### src/rtl/bank_resp_merger.sv
// Merges per-bank read responses into one stream via round-robin arbitration and a 2-entry FIFO.
// Optional acceptance counter output enabled by defining BANK_RESP_MERGER_STATS_EN.
module bank_resp_merger #(
  parameter int unsigned ADDR_WIDTH       = 32,
  parameter int unsigned NUM_MODULES      = 8,
  parameter int unsigned LOCAL_ADDR_WIDTH = 10,
  parameter int unsigned MOD_ID_BITS      = 3,
  parameter int unsigned DATA_WIDTH       = 32
) (
  input  logic                                   clk,
  input  logic                                   rst,
  input  logic [2:0]                             hash_sel,
  input  logic [NUM_MODULES-1:0]                 bank_valid,
  output logic [NUM_MODULES-1:0]                 bank_ready,
  input  logic [NUM_MODULES*LOCAL_ADDR_WIDTH-1:0] bank_local_addr,
  input  logic [NUM_MODULES*DATA_WIDTH-1:0]       bank_data,
  output logic                                   out_valid,
  input  logic                                   out_ready,
  output logic [ADDR_WIDTH-1:0]                  out_gaddr,
  output logic [DATA_WIDTH-1:0]                  out_data,
  output logic [MOD_ID_BITS-1:0]                 out_bank
`ifdef BANK_RESP_MERGER_STATS_EN
  ,
  output logic [15:0]                            resp_count
`endif
);

  localparam int unsigned ModMsb = LOCAL_ADDR_WIDTH + MOD_ID_BITS - 1;

  logic [MOD_ID_BITS-1:0] ptr_q, ptr_d;
  logic [1:0]             cnt_q, cnt_d;
  logic                   rd_q, rd_d;
  logic                   wr_q, wr_d;
  logic [ADDR_WIDTH-1:0]  gaddr_q [2];
  logic [DATA_WIDTH-1:0]  data_q  [2];
  logic [MOD_ID_BITS-1:0] bank_q  [2];

  logic                   found;
  logic [MOD_ID_BITS-1:0] gnt_idx;
  logic [MOD_ID_BITS-1:0] idx;
  logic                   push;
  logic                   pop;
  logic [MOD_ID_BITS-1:0] mod_rev;
  logic [MOD_ID_BITS-1:0] mod_rot;
  logic [MOD_ID_BITS-1:0] mod_fld;
  logic [ADDR_WIDTH-1:0]  new_gaddr;
  logic [DATA_WIDTH-1:0]  new_data;

  // Round-robin search; index arithmetic wraps naturally since NUM_MODULES is a power of 2.
  always_comb begin
    found   = 1'b0;
    gnt_idx = ptr_q;
    idx     = ptr_q;
    for (int i = 0; i < NUM_MODULES; i++) begin
      idx = ptr_q + MOD_ID_BITS'(i);
      if (!found && bank_valid[idx]) begin
        found   = 1'b1;
        gnt_idx = idx;
      end
    end
  end

  assign push = found && (cnt_q != 2'd2) && !rst;
  assign pop  = (cnt_q != 2'd0) && out_ready;

  always_comb begin
    bank_ready = '0;
    if (push) begin
      bank_ready[gnt_idx] = 1'b1;
    end
  end

  // Undo the request-side bank hash: rotate-left on requests is undone by rotate-right here.
  always_comb begin
    mod_rev = '0;
    mod_rot = '0;
    for (int i = 0; i < MOD_ID_BITS; i++) begin
      mod_rev[i] = gnt_idx[MOD_ID_BITS-1-i];
      mod_rot[i] = gnt_idx[(i+1) % MOD_ID_BITS];
    end
    case (hash_sel)
      3'd1:    mod_fld = mod_rev;
      3'd2:    mod_fld = mod_rot;
      default: mod_fld = gnt_idx;
    endcase
    new_gaddr = '0;
    new_gaddr[LOCAL_ADDR_WIDTH-1:0] =
        bank_local_addr[gnt_idx*LOCAL_ADDR_WIDTH +: LOCAL_ADDR_WIDTH];
    new_gaddr[ModMsb:LOCAL_ADDR_WIDTH] = mod_fld;
    new_data = bank_data[gnt_idx*DATA_WIDTH +: DATA_WIDTH];
  end

  always_comb begin
    ptr_d = push ? gnt_idx + MOD_ID_BITS'(1) : ptr_q;
    rd_d  = rd_q ^ pop;
    wr_d  = wr_q ^ push;
    cnt_d = cnt_q;
    case ({push, pop})
      2'b10:   cnt_d = cnt_q + 2'd1;
      2'b01:   cnt_d = cnt_q - 2'd1;
      default: cnt_d = cnt_q;
    endcase
  end

  always_ff @(posedge clk or posedge rst) begin
    if (rst) begin
      ptr_q <= '0;
      cnt_q <= '0;
      rd_q  <= 1'b0;
      wr_q  <= 1'b0;
      for (int i = 0; i < 2; i++) begin
        gaddr_q[i] <= '0;
        data_q[i]  <= '0;
        bank_q[i]  <= '0;
      end
    end else begin
      ptr_q <= ptr_d;
      cnt_q <= cnt_d;
      rd_q  <= rd_d;
      wr_q  <= wr_d;
      if (push) begin
        gaddr_q[wr_q] <= new_gaddr;
        data_q[wr_q]  <= new_data;
        bank_q[wr_q]  <= gnt_idx;
      end
    end
  end

  // Outputs read as zero whenever the buffer is empty, including throughout reset.
  assign out_valid = (cnt_q != 2'd0);
  assign out_gaddr = out_valid ? gaddr_q[rd_q] : '0;
  assign out_data  = out_valid ? data_q[rd_q]  : '0;
  assign out_bank  = out_valid ? bank_q[rd_q]  : '0;

`ifdef BANK_RESP_MERGER_STATS_EN
  logic [15:0] resp_cnt_q, resp_cnt_d;

  assign resp_cnt_d = (push && resp_cnt_q != 16'hFFFF) ? resp_cnt_q + 16'd1 : resp_cnt_q;

  always_ff @(posedge clk or posedge rst) begin
    if (rst) begin
      resp_cnt_q <= '0;
    end else begin
      resp_cnt_q <= resp_cnt_d;
    end
  end

  assign resp_count = resp_cnt_q;
`endif

endmodule

### config.mk
export PLATFORM = sky130hd
export DESIGN_NAME = bank_resp_merger
export DESIGN_NICKNAME = d
export VERILOG_FILES = /design/src/rtl/bank_resp_merger.sv
export SDC_FILE = /design/constraint.sdc
export NUM_CORES = 1
export LEC_CHECK = 0
export ABC_AREA = 1
export CAP_MARGIN = 20
export CORE_MARGIN = 5
export CORE_UTILIZATION = 40
export CTS_CLUSTER_DIAMETER = 40
export DETAILED_ROUTE_END_ITERATION = 16
export PLACE_DENSITY_LB_ADDON = 0.08
export SYNTH_ARGS = -nofsm -noshare
export SYNTH_HDL_FRONTEND = slang
export SYNTH_SLANG_ARGS = --single-unit
### constraint.sdc
create_clock -name clk -period 8.9 [get_ports clk]
set_input_delay 1.78 -clock clk [delete_from_list [all_inputs] [get_ports clk]]
set_output_delay 1.78 -clock clk [all_outputs]
set_load 0.02 [all_outputs]
==> results of run 1 <==
[cells by family after synthesis]
| group | Yosys count |
|---|---|
| XOR/XNOR | 5 |
| flip-flops | 103 |
| adder cells (fa/ha/maj) | 6 |
| AND/OR/NAND/NOR | 1406 |
| AO/OA/AOI/OAI | 70 |
| other | 1 |
| buffers and inverters | 174 |
[final timing paths]
path | end | depth (start not counted) | start
max in group asynchronous | data_q[49] | 3 | rst
setup reg to reg | data_q[3] | 24 | ptr_q[0]
setup / recovery | bank_ready[7] | 17 | bank_valid[7]
min in group asynchronous | cnt_q[0] | 2 | rst
hold reg to reg | data_q[6] | 2 | data_q[6]
hold / removal | data_q[6] | 2 | data_q[6]
[worst max-delay path, delay by kind of cell]
| kind | cells | cell delay, ns |
|---|---|---|
| buffers and inverters | 3 | 1.27 |
| and+or+nand+nor | 14 | 2.39 |
[layout make-up]
class / instances / share of cell area [%]
repair buffers: 419 / 30.1
inverters: 34 / 0.942
clock buffers: 12 / 1.78
clock inverters: 3 / 0.145
well taps: 319 / 2.89
multi-input cells: 1506 / 45.4
flip-flops and latches: 103 / 18.7
diodes: 2 / 0.0362
[stage by stage]
step	cells	cell area, um2	setup slack (ns)
final	2398	13800	1.68
after global routing	2398	13800	1.38
after CTS	2396	13800	1.63
after detailed placement	2381	13500	1.64
after global placement	2381	13500	1.71
after floorplan	1783	9660	3.49
[flip-flops by register name (all words and copies together) (netlist names)]
register / flops
bank_q: 6
rd_q: 1
cnt_q: 2
wr_q: 1
data_q: 64
gaddr_q: 26
ptr_q: 3
[cells in the final DEF, fill, tap and decap left out, types with 2 or more instances in the layout]
master	count
a21oi_1	49
buf_4	13
clkbuf_1	2
clkbuf_16	9
clkdlybuf4s50_1	406
clkinvlp_4	2
conb_1	19
dfrtp_1	102
diode_2	2
ha_1	4
ha_2	2
inv_1	24
inv_2	8
nand2_1	1166
nand2_2	2
nand2_4	2
nand2_8	2
nand3_1	201
nand3_2	2
nand4_1	4
nand4_4	2
nor2_1	15
nor2_2	2
nor2_4	2
nor3_1	2
o211ai_1	2
o21ai_0	13
o21ai_1	2
xnor2_1	2
xor2_1	3
[layer usage]
layer	up-vias	global-route usage (%)	part of all wire, %
met3	42	5.42	7.1
met5	-	0	0.13
li1	6040	-	-
met2	460	47.8	50
met1	5441	37.4	41
met4	6	6.96	2.0
==> run_results.csv, run 1 <==
group,metric,value,unit
outcome,outcome,"completed",
clocking,cts_max_level,3,
die,fp-row-count,56,
final_layout,final_util,58.7,%
detailed_routing,via_count,11989,
critical_path,worst-r2r-setup-slack,3.59,ns
synth,synth_top_area_share,45.7,%
synth,synth.area.top_cells,"nand2_1, dfrtp_1, nand3_1",
synth,synthAdderAreaFrac,0.783,%
synth,netlist_area,9590,um2
synth,async_flop_share,100,%
die,die_w,165,um
synth,avgSynthCellArea,5.43,um2
sta,worst_slew_pin_slew,1.02,ns
final_layout,multi_input_area,6270,um2
grt,grt_pass1_wl,61100,um
synth,netlist_instances,1765,
grt,antenna_found_initial,5,
detailed_routing,wl_per_cell,16.7,um
critical_path,critPathKind,"input port to primary output",
clocking,clock-sinks,103,
synth,synth_top_cell_by_area,"nand2_1",
worst_hold_path,hold_path_class,"register to register",
clocking,cts_root_buf,"clkbuf_16",
synth,synthMostInstantiatedCell,"nand2_1",
placement,place_hpwl,29200,um
final_layout,nets,2429,
grt,grt_pass1_vias,11083,
critical_path,cp.arrival,5.44,ns
run,maxCapViolCount,0,
detailed_routing,drt-total-wl,40100,um
die,core,23500,um2
sta,fin_hold_ws,0.480,ns
synth,synth_seq_cells,103,
critical_path,crit_slowest_cell,"clkdlybuf4s50_1",
placement,place.gp.congestion,0.879,
synth,seq_area_frac_synth,26.9,%
die,initial_core_util,40.7,%
synth,ys_types,36,
final_layout,area_delta_synth_final,44.0,%
detailed_routing,routed_via_density,5.00,
placement,port_buffers,406,
die,boundaryPins,426,
sta,setup_viol,0,
final_layout,regArea,2580,um2
sta,period_needed,7.22,ns
synth,yosysWarnings,0,
synth,synth_commonest_cells,"nand2_1, nand3_1, dfrtp_1",
sta,fin_setup_tns,0,ns
detailed_routing,dr.pass1.iters,6,
sta,relSlewSlack,32.1,%
clocking,cts_setup_buffers,0,
sta,fmax,138,MHz
clocking,clk_path_buf_depth,2,
critical_path,end_kind,"primary output",
critical_path,required,7.12,ns
grt,track_usage,28.3,%
sta,rsz0062_at_grt,"false",
detailed_routing,ant_nets,0,
critical_path,critPathMostFrequentCell,"nand2_1",
synth,yosys.area_share.simple,59.0,%
detailed_routing,drcViolationCount,0,
synth,synth-compound-area-share,3.93,%
critical_path,crit_path_max_fanout,82,
sta,layout_worst_path_cycle_share,81.1,%
grt,grt_max_degree,97,
die,die_y,165,um
critical_path,slowest_delay,0.63,ns
critical_path,crit_chain,"clkdlybuf4s50_1, nand2_1, nand3_1, nand2_1, nand2_1, nand2_1, nand3_1, nor2_2, nand3_1, nand2_1, nand2_1, nand2_8, nand2_8, inv_2, nand2_1, nor2_1, clkdlybuf4s50_1",
detailed_routing,drtIter0Drc,1077,
critical_path,crit_path_start_kind,"input port",
sta,hold_violations,0,
clocking,cts_tree,"done",
clocking,cts.repair.resized,0,
clocking,insertion_delay,0.35,ns
die,dieArea,27200,um2
synth,synth-xor-area-share,0.457,%
synth,muxShareOfSynthArea,0,%
final_layout,fill_cells,2468,
sta,clock_skew,0.00755,ns
synth,synth-edff-count,0,
clocking,cts_buffers,9,
synth,synth_top_family_by_area,"simple AND/OR/NAND/NOR gates",
sta,finalMaxSlewViolations,0,
clocking,hold_buffers,0,
clocking,clk_pin_slew,0.07,ns
final_layout,drive_above_1_share,2.70,%
grt,grt_overflow,0,
synth,synth_ff_type,"dfrtp_1",
Power of run 1 is not shown: default switching activity piles up to over one toggle a cycle in this logic, so the estimate is an artifact.
==> run 2: changes to the inputs <==
- clock period: 8.9 -> 7.6 ns (I/O delays scaled with it)
==> run_results.csv, run 2 (synthesis results as in run 1) <==
group,metric,value,unit
outcome,outcome,"completed",
detailed_routing,drt-total-wl,39900,um
worst_hold_path,hold_path_class,"register to register",
grt,antenna_found_initial,3,
sta,fmax,155,MHz
grt,grt_overflow,0,
detailed_routing,drcViolationCount,0,
die,fp-row-count,56,
detailed_routing,via_count,11838,
final_layout,top_register,"data_q",
grt,grt_pass1_vias,10886,
critical_path,cp.arrival,4.91,ns
sta,worst_slew_pin_slew,0.999,ns
final_layout,regArea,2580,um2
die,die_w,165,um
sta,relSlewSlack,33.3,%
clocking,clk_path_buf_depth,2,
detailed_routing,wl_per_cell,16.7,um
clocking,cts_setup_buffers,0,
final_layout,reg.largest.list,"data_q: 64 flops, gaddr_q: 26 flops, bank_q: 6 flops",
final_layout,drive_above_1_share,2.89,%
die,dieArea,27200,um2
clocking,insertion_delay,0.35,ns
sta,period_needed,6.43,ns
final_layout,multi_input_area,6270,um2
critical_path,crit_path_start_kind,"input port",
sta,setup_viol,0,
run,maxCapViolCount,0,
detailed_routing,dr.pass1.iters,6,
critical_path,critPathKind,"input port to primary output",
clocking,clock-sinks,103,
grt,grt_max_degree,91,
clocking,cts_buffers,9,
final_layout,fill_cells,2462,
final_layout,largest_reg_flops,64,
critical_path,ff2ff_path_depth,23,
final_layout,final_cell_area,13800,um2
clocking,hold_buffers,0,
clocking,cts.repair.resized,0,
placement,place_inst,2384,
placement,place_area,13600,um2
final_layout,instances_no_fill,2398,
sta,layout_worst_path_cycle_share,84.6,%
placement,port_buffers,406,
clocking,clk_pin_slew,0.07,ns
critical_path,end_kind,"primary output",
final_layout,area_delta_synth_final,44.2,%
die,initial_core_util,40.7,%
placement,place.gp.congestion,0.862,
die,core,23500,um2
clocking,cts_max_level,3,
die,die_y,165,um
final_layout,final_util,58.8,%
clocking,cts_tree,"done",
detailed_routing,routed_via_density,4.94,
placement,place_hpwl,29500,um
sta,finalMaxSlewViolations,0,
sta,clock_skew,0.00784,ns
detailed_routing,ant_nets,0,
final_layout,antenna_cells,0,
sta,rsz0062_at_grt,"false",
die,boundaryPins,426,
clocking,cts_root_buf,"clkbuf_16",
sta,fin_setup_tns,0,ns
sta,hold_violations,0,
final_layout,final_common_cell,"nand2_1",
grt,track_usage,28.0,%
final_layout,nets,2432,
final_layout,layout_common_cells,"nand2_1, clkdlybuf4s50_1, nand3_1",
grt,grt_pass1_wl,60300,um
critical_path,required,6.08,ns
critical_path,crit_path_max_fanout,26,
detailed_routing,drtIter0Drc,969,
worst_hold_path,hold_depth,2,
## run 2: cell types whose count changed in the layout (fill, tap and decap cells not counted), sizes merged
cell,previous run,this run
buf,13,16
diode,2,0
clkbuf,12,11
## run 2: worst paths after layout
check                           slack [ns]          start             to
worst max-delay path                  1.17  bank_valid[6]  bank_ready[6]
worst min-delay path                  0.48     data_q[44]     data_q[44]
worst max register to register        2.36       ptr_q[0]      data_q[4]
worst min register to register        0.48     data_q[44]     data_q[44]
max in group asynchronous             4.72            rst           rd_q
min in group asynchronous             1.60            rst     gaddr_q[7]
## run 2: layer usage
metal | part of all wire (%) | global-route usage [%]
met5 | 0.12 | 0
met1 | 41 | 37.3
met2 | 50 | 47.7
met4 | 1.7 | 5.82
met3 | 6.9 | 5.19
## run 2: worst max-delay path, cell delays in order
cell and delay, ns:
clkdlybuf4s50_1 0.49, nand2_1 0.08, nand3_1 0.15, nand2_1 0.11
o21bai_2 0.37, nand3_1 0.22, inv_1 0.09, nor2_1 0.05
nand2_1 0.06, nand2_1 0.05, nand3_1 0.07, nand2_2 0.31
inv_2 0.45, nand2_1 0.14, nor2_1 0.12, clkdlybuf4s50_1 0.62
## run 2: per-stage QoR
stage | hold slack [ns] | worst slack, ns
after floorplan | 0.449 | 2.71
after global routing | 0.493 | 0.856
final | 0.481 | 1.17
after global placement | 0.462 | 1.19
after detailed placement | 0.465 | 1.15
after CTS | 0.482 | 1.13
## run 2: cell type report
cell class	instances	share of cell area [%]
Clock buffer	11	1.83
Clock inverter	3	0.145
Inverter	34	0.941
Multi-Input combinational cell	1506	45.3
Sequential cell	103	18.6
Tap cell	319	2.89
Timing Repair Buffer	422	30.2
Power of run 2 is left out for the same reason.
